`config.mk`:
```
export PLATFORM = sky130hd
export DESIGN_NAME = ahbl_test_status_mon
export DESIGN_NICKNAME = d
export VERILOG_FILES = /design/src/rtl/ahbl_tsm_pkg.sv /design/src/rtl/tsm_char_fifo.sv /design/src/rtl/ahbl_test_status_mon.sv
export SDC_FILE = /design/constraint.sdc
export NUM_CORES = 1
export LEC_CHECK = 0
export ABC_AREA = 1
export CAP_MARGIN = 20
export CELL_PAD_IN_SITES_DETAIL_PLACEMENT = 0
export CELL_PAD_IN_SITES_GLOBAL_PLACEMENT = 1
export CORE_MARGIN = 2
export CORE_UTILIZATION = 40
export CTS_BUF_LIST = sky130_fd_sc_hd__clkbuf_16
export DETAILED_ROUTE_END_ITERATION = 10
export PLACE_DENSITY = 0.79
export SYNTH_ARGS = -nofsm -noshare
export SYNTH_HDL_FRONTEND = slang
export SYNTH_SLANG_ARGS = --single-unit
```
`constraint.sdc`:
```
create_clock -name clk -period 4.6 [get_ports clk]
set_clock_uncertainty 0.2 [all_clocks]
set_input_delay 1.15 -clock clk [delete_from_list [all_inputs] [get_ports clk]]
set_output_delay 1.15 -clock clk [all_outputs]
set_load 0.01 [all_outputs]
```
`src/rtl/ahbl_tsm_pkg.sv`:
```
// Shared types and constants for the AHB-Lite test status monitor:
// status encoding, snooped transfer types and the pass/fail control words.
package ahbl_tsm_pkg;

    typedef enum logic [1:0] {
        ST_RUN     = 2'd0,
        ST_PASS    = 2'd1,
        ST_FAIL    = 2'd2,
        ST_TIMEOUT = 2'd3
    } status_e;

    localparam logic [1:0] HTRANS_NONSEQ = 2'b10;
    localparam logic [1:0] HTRANS_SEQ    = 2'b11;

    localparam logic [31:0] PASS_CODE_LO = 32'h0000_0fff;
    localparam logic [31:0] PASS_CODE_HI = 32'hffff_0000;
    localparam logic [31:0] FAIL_CODE_LO = 32'h0000_0eee;
    localparam logic [31:0] FAIL_CODE_HI = 32'heeee_0000;

    localparam int CHAR_W = 10;

endpackage

```
`src/rtl/tsm_char_fifo.sv`:
```
// Synchronous FIFO for console characters. A pop and a push in the same
// cycle are accepted even when full, since the pop frees the slot first.
module tsm_char_fifo #(
    parameter int WIDTH = 10,
    parameter int DEPTH = 16
) (
    input  logic             clk,
    input  logic             rst,
    input  logic             i_push,
    input  logic [WIDTH-1:0] i_pushData,
    input  logic             i_ready,
    output logic             o_full,
    output logic             o_empty,
    output logic [WIDTH-1:0] o_data
);

    localparam int AW = $clog2(DEPTH);

    logic [WIDTH-1:0] r_mem [DEPTH];
    logic [AW:0]      r_wrPtr;
    logic [AW:0]      r_rdPtr;
    logic             w_pop;
    logic             w_push;

    assign o_empty = (r_wrPtr == r_rdPtr);
    assign o_full  = (r_wrPtr[AW] != r_rdPtr[AW]) &&
                     (r_wrPtr[AW-1:0] == r_rdPtr[AW-1:0]);
    assign w_pop   = ~o_empty & i_ready;
    assign w_push  = i_push & (~o_full | w_pop);

    // The head is forced to zero while empty so stale storage never shows.
    assign o_data  = o_empty ? '0 : r_mem[r_rdPtr[AW-1:0]];

    always_ff @(posedge clk or posedge rst) begin
        if (rst) begin
            r_wrPtr <= '0;
            r_rdPtr <= '0;
        end else begin
            if (w_push) begin
                r_wrPtr <= r_wrPtr + (AW+1)'(1);
            end
            if (w_pop) begin
                r_rdPtr <= r_rdPtr + (AW+1)'(1);
            end
        end
    end

    always_ff @(posedge clk) begin
        if (w_push) begin
            r_mem[r_wrPtr[AW-1:0]] <= i_pushData;
        end
    end

endmodule

```
`src/rtl/ahbl_test_status_mon.sv`:
```
// Observe-only AHB-Lite snooper turning control-word writes into test
// status, a buffered console stream, a retire watchdog and run counters.
module ahbl_test_status_mon
    import ahbl_tsm_pkg::*;
#(
    parameter int              ADDR_W     = 32,
    parameter int              DATA_W     = 32,
    parameter logic [ADDR_W-1:0] CTRL_ADDR = 32'h6000_fff8,
    parameter int              NUM_CH     = 1,
    parameter int              FIFO_DEPTH = 16,
    parameter int              WDOG_WIN   = 5000,
    parameter logic [31:0]     PC_THRESH  = 32'h0000_0ad4
) (
    input  logic              clk,
    input  logic              rst,
    input  logic [ADDR_W-1:0] haddr,
    input  logic [1:0]        htrans,
    input  logic              hwrite,
    input  logic              hready,
    input  logic [DATA_W-1:0] hwdata,
    input  logic              retire,
    input  logic [31:0]       retire_pc,
    input  logic              wdog_en,
    output logic              cons_valid,
    input  logic              cons_ready,
    output logic [7:0]        cons_data,
    output logic [1:0]        cons_ch,
    output logic              cons_ovf,
    output logic [1:0]        status,
    output logic [1:0]        status_ch,
    output logic              done,
    output logic [31:0]       cycle_cnt,
    output logic [31:0]       inst_cnt
);

    localparam int WIN_W = (WDOG_WIN > 2) ? $clog2(WDOG_WIN) : 1;

    logic              w_addrHit;
    logic [1:0]        w_addrCh;
    logic              r_hit;
    logic [1:0]        r_hitCh;
    logic              w_dataDone;
    logic [31:0]       w_word;
    logic              w_isPass;
    logic              w_isFail;
    logic              w_isChar;
    logic              w_fifoFull;
    logic              w_fifoEmpty;
    logic [CHAR_W-1:0] w_fifoData;
    logic              r_ovf;
    logic [WIN_W-1:0]  r_winCnt;
    logic              r_seen;
    logic              w_wrap;
    logic              w_expire;
    status_e           r_status;
    logic [1:0]        r_statusCh;
    logic              r_done;
    logic [31:0]       r_cycleCnt;
    logic [31:0]       r_instCnt;

    always_comb begin
        w_addrHit = 1'b0;
        w_addrCh  = 2'd0;
        if ((htrans == HTRANS_NONSEQ || htrans == HTRANS_SEQ) && hwrite) begin
            for (int k = 0; k < NUM_CH; k++) begin
                if (haddr == CTRL_ADDR + ADDR_W'(4 * k)) begin
                    w_addrHit = 1'b1;
                    w_addrCh  = 2'(k);
                end
            end
        end
    end

    // Address phase is captured on every ready cycle; a stalled data phase
    // keeps the hit until the bus finally completes it.
    always_ff @(posedge clk or posedge rst) begin
        if (rst) begin
            r_hit   <= 1'b0;
            r_hitCh <= 2'd0;
        end else if (hready) begin
            r_hit   <= w_addrHit;
            r_hitCh <= w_addrCh;
        end
    end

    assign w_dataDone = r_hit & hready;
    assign w_word     = hwdata[31:0];
    assign w_isPass   = w_dataDone & ((w_word == PASS_CODE_LO) || (w_word == PASS_CODE_HI));
    assign w_isFail   = w_dataDone & ((w_word == FAIL_CODE_LO) || (w_word == FAIL_CODE_HI));
    assign w_isChar   = w_dataDone & ~w_isPass & ~w_isFail & (r_status == ST_RUN);

    tsm_char_fifo #(
        .WIDTH (CHAR_W),
        .DEPTH (FIFO_DEPTH)
    ) u_fifo (
        .clk        (clk),
        .rst        (rst),
        .i_push     (w_isChar),
        .i_pushData ({r_hitCh, hwdata[7:0]}),
        .i_ready    (cons_ready),
        .o_full     (w_fifoFull),
        .o_empty    (w_fifoEmpty),
        .o_data     (w_fifoData)
    );

    assign cons_valid = ~w_fifoEmpty;
    assign cons_ch    = w_fifoData[9:8];
    assign cons_data  = w_fifoData[7:0];
    assign cons_ovf   = r_ovf;

    always_ff @(posedge clk or posedge rst) begin
        if (rst) begin
            r_ovf <= 1'b0;
        end else if (w_isChar && w_fifoFull && !(cons_valid && cons_ready)) begin
            r_ovf <= 1'b1;
        end
    end

    // A retire on the wrap cycle still belongs to the window that is closing.
    assign w_wrap   = wdog_en && (r_winCnt == WIN_W'(WDOG_WIN - 1));
    assign w_expire = w_wrap & ~(r_seen | retire);

    always_ff @(posedge clk or posedge rst) begin
        if (rst) begin
            r_winCnt <= '0;
            r_seen   <= 1'b0;
        end else if (!wdog_en || w_wrap) begin
            r_winCnt <= '0;
            r_seen   <= 1'b0;
        end else begin
            r_winCnt <= r_winCnt + WIN_W'(1);
            r_seen   <= r_seen | retire;
        end
    end

    always_ff @(posedge clk or posedge rst) begin
        if (rst) begin
            r_status   <= ST_RUN;
            r_statusCh <= 2'd0;
            r_done     <= 1'b0;
        end else if (r_status == ST_RUN) begin
            if (w_isPass) begin
                r_status   <= ST_PASS;
                r_statusCh <= r_hitCh;
                r_done     <= 1'b1;
            end else if (w_isFail) begin
                r_status   <= ST_FAIL;
                r_statusCh <= r_hitCh;
                r_done     <= 1'b1;
            end else if (w_expire) begin
                r_status   <= ST_TIMEOUT;
                r_statusCh <= 2'd0;
                r_done     <= 1'b1;
            end
        end
    end

    assign status    = r_status;
    assign status_ch = r_statusCh;
    assign done      = r_done;

    always_ff @(posedge clk or posedge rst) begin
        if (rst) begin
            r_cycleCnt <= '0;
            r_instCnt  <= '0;
        end else begin
            if (r_cycleCnt != 32'hffff_ffff) begin
                r_cycleCnt <= r_cycleCnt + 32'd1;
            end
            if (retire && (retire_pc > PC_THRESH) && (r_instCnt != 32'hffff_ffff)) begin
                r_instCnt <= r_instCnt + 32'd1;
            end
        end
    end

    assign cycle_cnt = r_cycleCnt;
    assign inst_cnt  = r_instCnt;

endmodule

```
Word-level counts from Yosys, hierarchy flattened --
Memories as Yosys holds them, arrays and structs flattened. Index checks and enable logic that the tools add are counted.
Cells by class: add/subtract/negate cells 5, order comparisons 1, equality and inequality tests 13, multiplexer cells 16, bitwise gates (word level) 16, reduce and logical (&&, ||, !) cells 17
Operators with widths (count):
- adder 32 x 1 -> 32 bit, second input constant | 2
- equality test 32 x 12 -> 1 bit, second input constant | 2
- equality test 32 bit, second input constant | 2
- != test 32 bit, second input constant | 2
- equality test 32 x 31 -> 1 bit, second input constant | 1
- greater-than comparator 32 x 12 -> 1 bit, second input constant | 1
- adder 13 x 1 -> 13 bit, second input constant | 1
- equality test 13 bit, second input constant | 1
- 2-to-1 mux 13 bit | 1
- 2-to-1 mux 2 bit | 6
- adder 5 x 1 -> 5 bit, second input constant | 2
- 2-to-1 mux 10 bit | 1
- AND 1 bit | 9
- logical AND 1 bit | 8
- 2-to-1 mux 1 bit | 8
- equality test 5 bit | 1
- NOT 1 bit | 5
- equality test 2 bit, second input constant | 2
- equality test 4 bit | 1
- logical OR 1 bit | 4
- nonzero test 3 bit | 1
- logical NOT 1 bit | 2
- logical NOT 2 bit | 1
- OR 1 bit | 2
- other kinds (2) | 2
Word-level totals: bits in registers 95, memory bits (writable) 128, input port bits 105, output and inout bits 81, word-level logic and storage cells 80, memories kept 1
Memories:
- u_fifo.r_mem | depth 16, bits a word 8, rd ports 1, clocked after Yosys merged registers in 0, write ports 1, line tsm_char_fifo.sv:19 | logic [WIDTH-1:0] r_mem [DEPTH];

Depth between registers and ports, before layout --
Gate-level depths: netlist of run 1.
word-level depth 10, gate-level depth with buffers 12, gate-level depth less buffers 11

By module --
A second synthesis of run 1 with hierarchy kept.
Second synthesis, totals: cell total of the unflattened synthesis 1653, area, all modules 13462.9 µm²
By module, submodules not included:
- tsm_char_fifo | instances 1, cells an instance 792, area each 7667.4 µm², seq. area each 5054.8 µm²
- ahbl_test_status_mon | instances 1, cells an instance 861, area each 5795.6 µm², seq. area each 2077.0 µm²

Least setup slack after synthesis of run 1 --
OpenSTA, ideal clock, no wires.
kind input to register, from input hwdata[0], to memory u_fifo.r_mem[13][0] in the netlist's numbering (enable), library setup time 0.370 ns, arrival 2.394 ns, required time 4.030 ns, slack 1.635 ns, stages 9, path buffers 1, cell sequence nand2_1 nor2_1 and2_0 nand2_1 nor2_1 nor2_4 nand3_2 buf_6 nor2_1
Between the ends: longest elaborated chain between the ends 10, elaborated cells between the ends (all ways) 16, classes of those cells eq/ne: 4; mux: 2; bitwise: 8; reduce/logical: 2
RTL lines:
- start, declared | line ahbl_test_status_mon.sv:20 | input logic [DATA_W-1:0] hwdata,
- equality test 32 x 12 -> 1 bit or equality test 32 bit (tied branches) | line ahbl_test_status_mon.sv:88 | assign w_isPass = w_dataDone & ((w_word == PASS_CODE_LO) || (w_word == PASS_CODE_HI));
- logical OR 1 bit | line ahbl_test_status_mon.sv:88
- AND 1 bit | line ahbl_test_status_mon.sv:88
- NOT 1 bit | line ahbl_test_status_mon.sv:90 | assign w_isChar = w_dataDone & ~w_isPass & ~w_isFail & (r_status == ST_RUN);
- AND 1 bit | line ahbl_test_status_mon.sv:90
- AND 1 bit * (2 in series) | line ahbl_test_status_mon.sv:90
- AND 1 bit * | line tsm_char_fifo.sv:29 | assign w_push = i_push & (~o_full | w_pop);
- 2-to-1 mux 1 bit * | line tsm_char_fifo.sv:49 | if (w_push) begin
- 2-to-1 mux 1 bit (implied by the code) * | line tsm_char_fifo.sv:50 | r_mem[r_wrPtr[AW-1:0]] <= i_pushData;
- end, declared | line tsm_char_fifo.sv:19
Every way passes the cells marked *; elsewhere a longest branch is shown, timed or not.

Worst setup path after layout of run 1 --
from register u_fifo.r_rdPtr[0], to output cons_data[4]
Between the ends: longest elaborated chain between the ends 2, elaborated cells between the ends (all ways) 3, classes of those cells eq/ne: 1; mux: 1; memory: 1
RTL lines:
- start, declared | line tsm_char_fifo.sv:21 | logic [AW:0] r_rdPtr;
- start signal, assigned | line tsm_char_fifo.sv:43 | r_rdPtr <= r_rdPtr + (AW+1)'(1);
- memory (16 x 8 bit) or equality test 5 bit (tied branches)
- 2-to-1 mux 10 bit * | line tsm_char_fifo.sv:32 | assign o_data = o_empty ? '0 : r_mem[r_rdPtr[AW-1:0]];
- end, declared | line ahbl_test_status_mon.sv:26 | output logic [7:0] cons_data,
Marks and branches as above.

==> results of run 1 <==
## per-stage QoR
| stage | worst slack, ns | utilization [%] | total power, mW | hold slack (ns) | area, µm² |
|---|---|---|---|---|---|
| 6_report | 0.410 | 51.7 | 5.58 | 0.262 | 14400 |
| 5_1_grt | 0.168 | 51.7 | 5.88 | 0.295 | 14400 |
| 4_1_cts | 0.391 | 51.7 | 5.63 | 0.269 | 14400 |
| 3_5_place_dp | 0.717 | 48.9 | 3.72 | 0.253 | 13700 |
| 3_3_place_gp | 0.750 | 48.9 | 3.70 | 0.247 | 13700 |
| 2_1_floorplan | 0.830 | - | 3.12 | 0.233 | 11400 |
## sequential cells by signal (all words and copies together), names as in the netlist
| name | flops |
|---|---|
| r_winCnt | 13 |
| u_fifo.r_wrPtr | 5 |
| u_fifo.r_mem | 128 |
| done | 1 |
| status | 2 |
| cycle_cnt | 32 |
| r_seen | 1 |
| u_fifo.r_rdPtr | 5 |
| inst_cnt | 32 |
| cons_ovf | 1 |
| r_hit | 1 |
## cell families after synthesis
family / after synthesis / share of synthesized area, %
buffers and inverters: 146 / 5.90
other: 1 / 0.0330
adders and majority gates: 8 / 0.880
and+or+nand+nor: 756 / 28.3
AOI/OAI and AO/OA: 137 / 6.80
DFF: 221 / 54.2
xor gates and xnor gates: 50 / 3.85
## power by group through the flow
stage                     Clock, mW  Sequential (mW)  Combinational, mW
after global placement            0             2.28               1.42
after floorplan                   0             2.24              0.887
final                          1.91             2.24               1.43
after detailed placement          0             2.28               1.44
after global routing           2.04             2.25               1.60
after CTS                      1.95             2.24               1.44
## worst register-to-register path: cells and delay by family, from the launching register on
kind	cells	cell delay, ns
xor gates and xnor gates	1	0.20
and+or+nand+nor	4	0.84
buffers and inverters	2	0.63
DFF	1	0.34
## final cells by class
cell class	instances	area (µm²)
multi-input cells	955	4550
repair buffers	213	2050
flip-flops and latches	221	6170
clock buffers	25	626
inverters	108	408
well taps	378	473
fillers	2648	13500
clock inverters	19	154
## worst min-delay path by stage
| stage | start | end | slack, ns | depth (start not counted) |
|---|---|---|---|---|
| CTS | r_winCnt[0] | r_winCnt[0] | 0.27 | 1 |
| global placement | r_winCnt[0] | r_winCnt[0] | 0.25 | 1 |
| finish | r_winCnt[0] | r_winCnt[0] | 0.26 | 1 |
| global route | cons_ovf | cons_ovf | 0.30 | 1 |
| floorplan | r_winCnt[0] | r_winCnt[0] | 0.23 | 1 |
| detailed placement | done | done | 0.25 | 2 |
## cell usage after synthesis (all sizes together)
master  number
dfrtp       93
nand3       54
nor3        42
ha           8
and3         1
buf         24
inv        107
and2         1
edfxtp     128
a21oi       12
nand3b       2
o21ai       82
o21bai       1
nor2       230
o21a         1
xnor2       11
a31oi        2
nor2b        2
nor4         5
nand2      377
clkbuf      14
o22ai       23
xor2        39
o211ai      16
clkinv       1
conb         1
nand4       33
or2          9
## metal layers
layer	GRT usage [%]	vias up	wire [µm]
li1	-	4765	-
met1	26.6	4438	13400
met2	34.2	223	14100
met3	2.92	41	1580
met4	4.52	0	513
met5	0	-	0
## cell usage in the layout, fill, tap and decap left out, types with 2 or more instances in the layout
cell,count
clkdlybuf4s50_1,180
nand3_1,50
nor2_1,222
edfxtp_1,128
clkinv_2,3
nor4_1,5
nand3b_1,2
xnor2_1,11
nor2b_1,2
o21ai_2,3
a31oi_1,2
nand3_2,4
nor2_4,6
a21oi_1,12
o21ai_0,77
o211ai_1,16
dfrtp_1,92
nand2_1,373
buf_4,33
nor2_2,2
nand4_1,30
nand4_4,2
clkbuf_16,25
bufinv_16,3
or2_2,8
conb_1,4
inv_1,108
nor3_2,2
xor2_1,39
ha_1,8
clkinv_1,11
o22ai_1,23
nor3_1,40
o21ai_1,2
nand2_2,4
==> impl_metrics.py, run 1 <==
metrics = {
    "setup_path": {
        "worst_r2r_startpoint": "u_fifo.r_rdPtr[1]",
        "timing.critical_path.fanout_max": 33,
        "crit_path_end": "cons_data[4]",
        "crit_path_start_kind": "flop",
        "r2r.worst_path.cells": 7,
        "start_point_of_the_critical_path": "u_fifo.r_rdPtr[0]",
        "critical-path-top-delay-family": "buffers and inverters",
        "crit_path_max_incr_delay_ns": 0.61,
        "end_kind": "output pin",
        "timing_worst_setup_path_type": "flop to output pin",
        "cp_slowest_cell": "dfrtp_2",
        "critPathMostFrequentCell": "nand2_1",
        "worst-path-buf-inv": 3,
        "cp.arrival_ns": 2.84,
        "r2r-end": "u_fifo.r_mem[3][5]",
        "worstPathCellList": "buf_4 -> o21ai_0 -> o22ai_1 -> nand2_1 -> nand2_1 -> inv_1 -> a21oi_1 -> clkdlybuf4s50_1",
        "critPathRequiredTime_ns": 3.25,
        "timing.reg2reg.setup_slack_ns": 2.07,
        "critical_path_cell_count": 8,
    },
    "sta": {
        "setup_viol_count_final": 0,
        "worst-slew-pin-transition_ns": 0.758,
        "fin_crit_ns": 4.19,
        "maxSlewHeadroom_pct": 49.4,
        "report.final.hold_viol_count": 0,
        "unrepaired_setup_endpoints_after_global_routing": "no",
        "clock.fmax_mhz": 239,
        "finalCritPeriodShare_pct": 91.1,
        "timing_max_transition_violations_final": 0,
        "setup_tns_ns": 0,
    },
    "pwr": {
        "power.internal_mw": 3.88,
        "swShare_pct": 30.4,
        "worst_ir_drop_vdd_mv": 0.272,
        "power.combinational.fraction_pct": 25.6,
        "switchingPower_mw": 1.69,
        "seq_power_share_pct": 40.2,
        "power.clock.fraction_pct": 34.2,
        "total_leakage_power_nw": 5.79,
        "power.density_nw_per_um2": 387,
    },
    "layout": {
        "antenna_diodes": 0,
        "final_nets": 1636,
        "area_growth_pct": 26.8,
        "drive_gt1_share_pct": 6.49,
        "finish.cell_count_without_fillers": 1919,
    },
    "yosys": {
        "yosysTopAreaCellShare_pct": 33.8,
        "synth_sequential_area_ratio_pct": 54.2,
        "synth.distinct_cells": 43,
        "yosysWarningCount": 0,
        "synth.cell_area_um2": 11400,
        "syn-instance-count": 1319,
        "synth_area_leaders": "edfxtp_1 34%, dfrtp_1 20%, nand2_1 12%",
        "post_synth.cell_area_avg_um2": 8.63,
        "synth_top_cell_by_area": "edfxtp_1",
        "postSynthRegisterBits": 221,
    },
    "grt": {
        "grt_pass1_wl_um": 48100,
        "grt_start_max_net_pins": 55,
        "number_of_antenna_violations_at_the_first_check_in_global_routing": 0,
        "grt_pass1_vias": 9339,
        "grt_util_all_layers_pct": 19.8,
        "grt_overflow_total": 0,
    },
    "die": {
        "die_area_um2": 29800,
        "floorplan.core_area_um2": 27900,
        "chipWidth_um": 173,
        "die_height_um": 173,
        "initial_utilization_pct": 40.7,
        "ioPinCount": 186,
        "placementRows": 61,
    },
    "detailed_routing": {
        "vias_per_cell": 4.93,
        "drtAntennaViolNets": 0,
        "wl_per_cell_um": 15.4,
        "via_count": 9467,
        "drt_first_iter_violations": 660,
        "remaining_drc_errors": 0,
        "finalWirelength_um": 29600,
        "firstDrtPassIters": 7,
    },
    "clock_tree": {
        "clkLatencyLatePin_ns": 0.52,
        "postCtsSetupBuffers": 0,
        "cts.sink_count": 221,
        "clk_pin_slew_ns": 0.06,
        "htree_levels": 1,
        "tritoncts_clock_tree": "done",
        "ctsRootBufferMaster": "clkbuf_16",
        "cts.repair.resized": 0,
        "clock_tree.buffer_depth": 3,
        "cts_inserted_buffers": 24,
        "cts_hold_buffers": 0,
    },
    "place": {
        "count_of_buffers_inserted_at_the_top_level_ports": 180,
        "hpwl_um": 21300,
        "placedCellCount": 1875,
        "gp_congestion": 0.850,
    },
    "outcome": {
        "outcome": "complete, no violations",
    },
    "run": {
        "drv_cap": 0,
    },
    "hold_path": {
        "timing.hold.worst.class": "flop to flop",
    },
}
Note: power is estimated with default switching activity, not from simulation.
==> inputs of run 2 (changes only) <==
Settings changed: PLACE_DENSITY 0.79 to unset, PLACE_DENSITY_LB_ADDON set to 0.1, SLEW_MARGIN set to 30.
==> impl_metrics.py, run 2 (synthesized netlist as in run 1, its figures left out) <==
metrics = {
    "grt": {
        "grt_pass1_vias": 9350,
        "grt_pass1_wl_um": 49700,
        "grt_start_max_net_pins": 68,
        "number_of_antenna_violations_at_the_first_check_in_global_routing": 1,
        "grt_util_all_layers_pct": 20.4,
        "grt_overflow_total": 0,
    },
    "die": {
        "ioPinCount": 186,
        "floorplan.core_area_um2": 27900,
        "placementRows": 61,
        "chipWidth_um": 173,
        "die_area_um2": 29800,
        "die_height_um": 173,
        "initial_utilization_pct": 40.7,
    },
    "layout": {
        "drive_gt1_share_pct": 6.94,
        "final_nets": 1635,
        "area_growth_pct": 27.6,
        "layout_common_cells": "373 x nand2_1, 222 x nor2_1, 180 x clkdlybuf4s50_1, 128 x edfxtp_1, 107 x inv_1",
        "mostFrequentLayoutCell": "nand2_1",
        "post-route-util_pct": 52.0,
        "largest_register_ffs": 128,
    },
    "clock_tree": {
        "tritoncts_clock_tree": "done",
        "clkLatencyLatePin_ns": 0.55,
        "cts_inserted_buffers": 27,
        "postCtsSetupBuffers": 0,
        "clk_pin_slew_ns": 0.06,
        "htree_levels": 1,
        "ctsRootBufferMaster": "clkbuf_16",
        "clock_tree.buffer_depth": 3,
        "cts.sink_count": 221,
        "cts.repair.resized": 0,
        "cts_hold_buffers": 0,
    },
    "pwr": {
        "worst_ir_drop_vdd_mv": 0.282,
        "total_leakage_power_nw": 5.81,
        "power.density_nw_per_um2": 398,
        "power_mw": 5.78,
    },
    "hold_path": {
        "hold-path-cell-count": 1,
        "hold_path.startpoint": "r_winCnt[0]",
        "min_delay_worst_endpoint": "r_winCnt[0]",
        "timing.hold.worst.class": "flop to flop",
    },
    "detailed_routing": {
        "vias_per_cell": 4.90,
        "remaining_drc_errors": 0,
        "drt_first_iter_violations": 528,
        "wl_per_cell_um": 16.0,
        "firstDrtPassIters": 5,
        "via_count": 9415,
        "met3WireLength_um": 1390,
        "routed-wl-met2_um": 14200,
        "route.top_layer_used": "met4",
        "finalWirelength_um": 30700,
        "wl_met1_um": 14400,
        "drtAntennaViolNets": 0,
    },
    "setup_path": {
        "critPathRequiredTime_ns": 3.25,
        "end_kind": "output pin",
        "crit_path_start_kind": "flop",
        "timing.reg2reg.setup_slack_ns": 1.82,
        "r2r.worst_path.cells": 6,
        "timing.critical_path.fanout_max": 67,
        "timing_worst_setup_path_type": "flop to output pin",
        "cp.arrival_ns": 2.92,
        "worst_r2r_startpoint": "u_fifo.r_rdPtr[0]",
        "r2r-end": "u_fifo.r_mem[14][7]",
    },
    "place": {
        "gp_congestion": 0.845,
        "worst_setup_timing_slack_at_the_placement_stage_ns": 0.750,
        "count_of_buffers_inserted_at_the_top_level_ports": 180,
        "hpwl_um": 21500,
    },
    "sta": {
        "fin_crit_ns": 4.27,
        "setup_ws_ns": 0.328,
        "worst-slew-pin-transition_ns": 0.796,
        "finalCritPeriodShare_pct": 92.9,
        "timing_max_transition_violations_final": 0,
        "setup_tns_ns": 0,
        "maxSlewHeadroom_pct": 46.9,
        "unrepaired_setup_endpoints_after_global_routing": "no",
        "clock.fmax_mhz": 234,
        "setup_viol_count_final": 0,
        "fin_hold_ws_ns": 0.267,
        "report.final.hold_viol_count": 0,
    },
    "run": {
        "drv_cap": 0,
    },
    "outcome": {
        "outcome": "complete, no violations",
    },
}
-- run 2: changes by cell type in the layout (fill, tap and decap cells not counted), moves of 2 or more --
cell | previous run | this run
clkbuf_16 | 25 | 27
clkinv_2 | 3 | 6
clkinv_1 | 11 | 6
buf_4 | 33 | 28
clkinvlp_4 | 0 | 5
-- run 2: per-stage QoR --
step	cell area, µm²	instances
floorplan	11400	1322
global placement	13600	1871
detailed placement	13600	1871
CTS	14500	1920
global route	14500	1921
finish	14500	1921
-- run 2: area by class of cell --
class | instances | area (µm²)
Fill cell | 2698 | 13400
Tap cell | 378 | 473
Timing Repair Buffer | 209 | 2030
Clock inverter | 22 | 204
Inverter | 108 | 408
Sequential cell | 221 | 6170
Antenna cell | 1 | 2.50
Multi-Input combinational cell | 955 | 4550
Clock buffer | 27 | 676
-- run 2: worst max-delay path by stage --
stage,startpoint,end,cells past startpoint
after CTS,u_fifo.r_rdPtr[0],cons_data[5],8
after detailed placement,hwdata[1],u_fifo.r_mem[14][7],11
after global placement,hwdata[1],u_fifo.r_mem[14][7],11
after floorplan,rst,cons_ovf,1
final,u_fifo.r_rdPtr[0],cons_data[5],8
after global routing,u_fifo.r_rdPtr[0],cons_data[6],8
-- run 2: layer usage --
layer	track usage [%]	vias to the layer above
li1	-	4754
met1	28.1	4420
met2	33.8	202
met3	3.58	39
met4	4.70	0
met5	0	-
-- run 2: power by group --
group / internal, mW / switching (mW) / total [mW]
registers: 2.14 / 0.0574 / 2.20
logic: 0.594 / 0.891 / 1.48
clock network: 1.24 / 0.848 / 2.09
-- run 2: critical path: stages (launching register included) --
cell             delay (ns)
dfrtp_2                0.35
buf_4                  0.56
xor2_1                 0.14
nor2_1                 0.18
nand2_1                0.08
or2_4                  0.27
inv_1                  0.20
a21oi_1                0.09
clkdlybuf4s50_1        0.50
==> inputs of run 3 (changes only) <==
Settings changed: CAP_MARGIN 20 to unset, HOLD_SLACK_MARGIN set to 0.02.
==> results of run 3 <==
The final DEF is identical to that of run 2; final timing and power are the same.
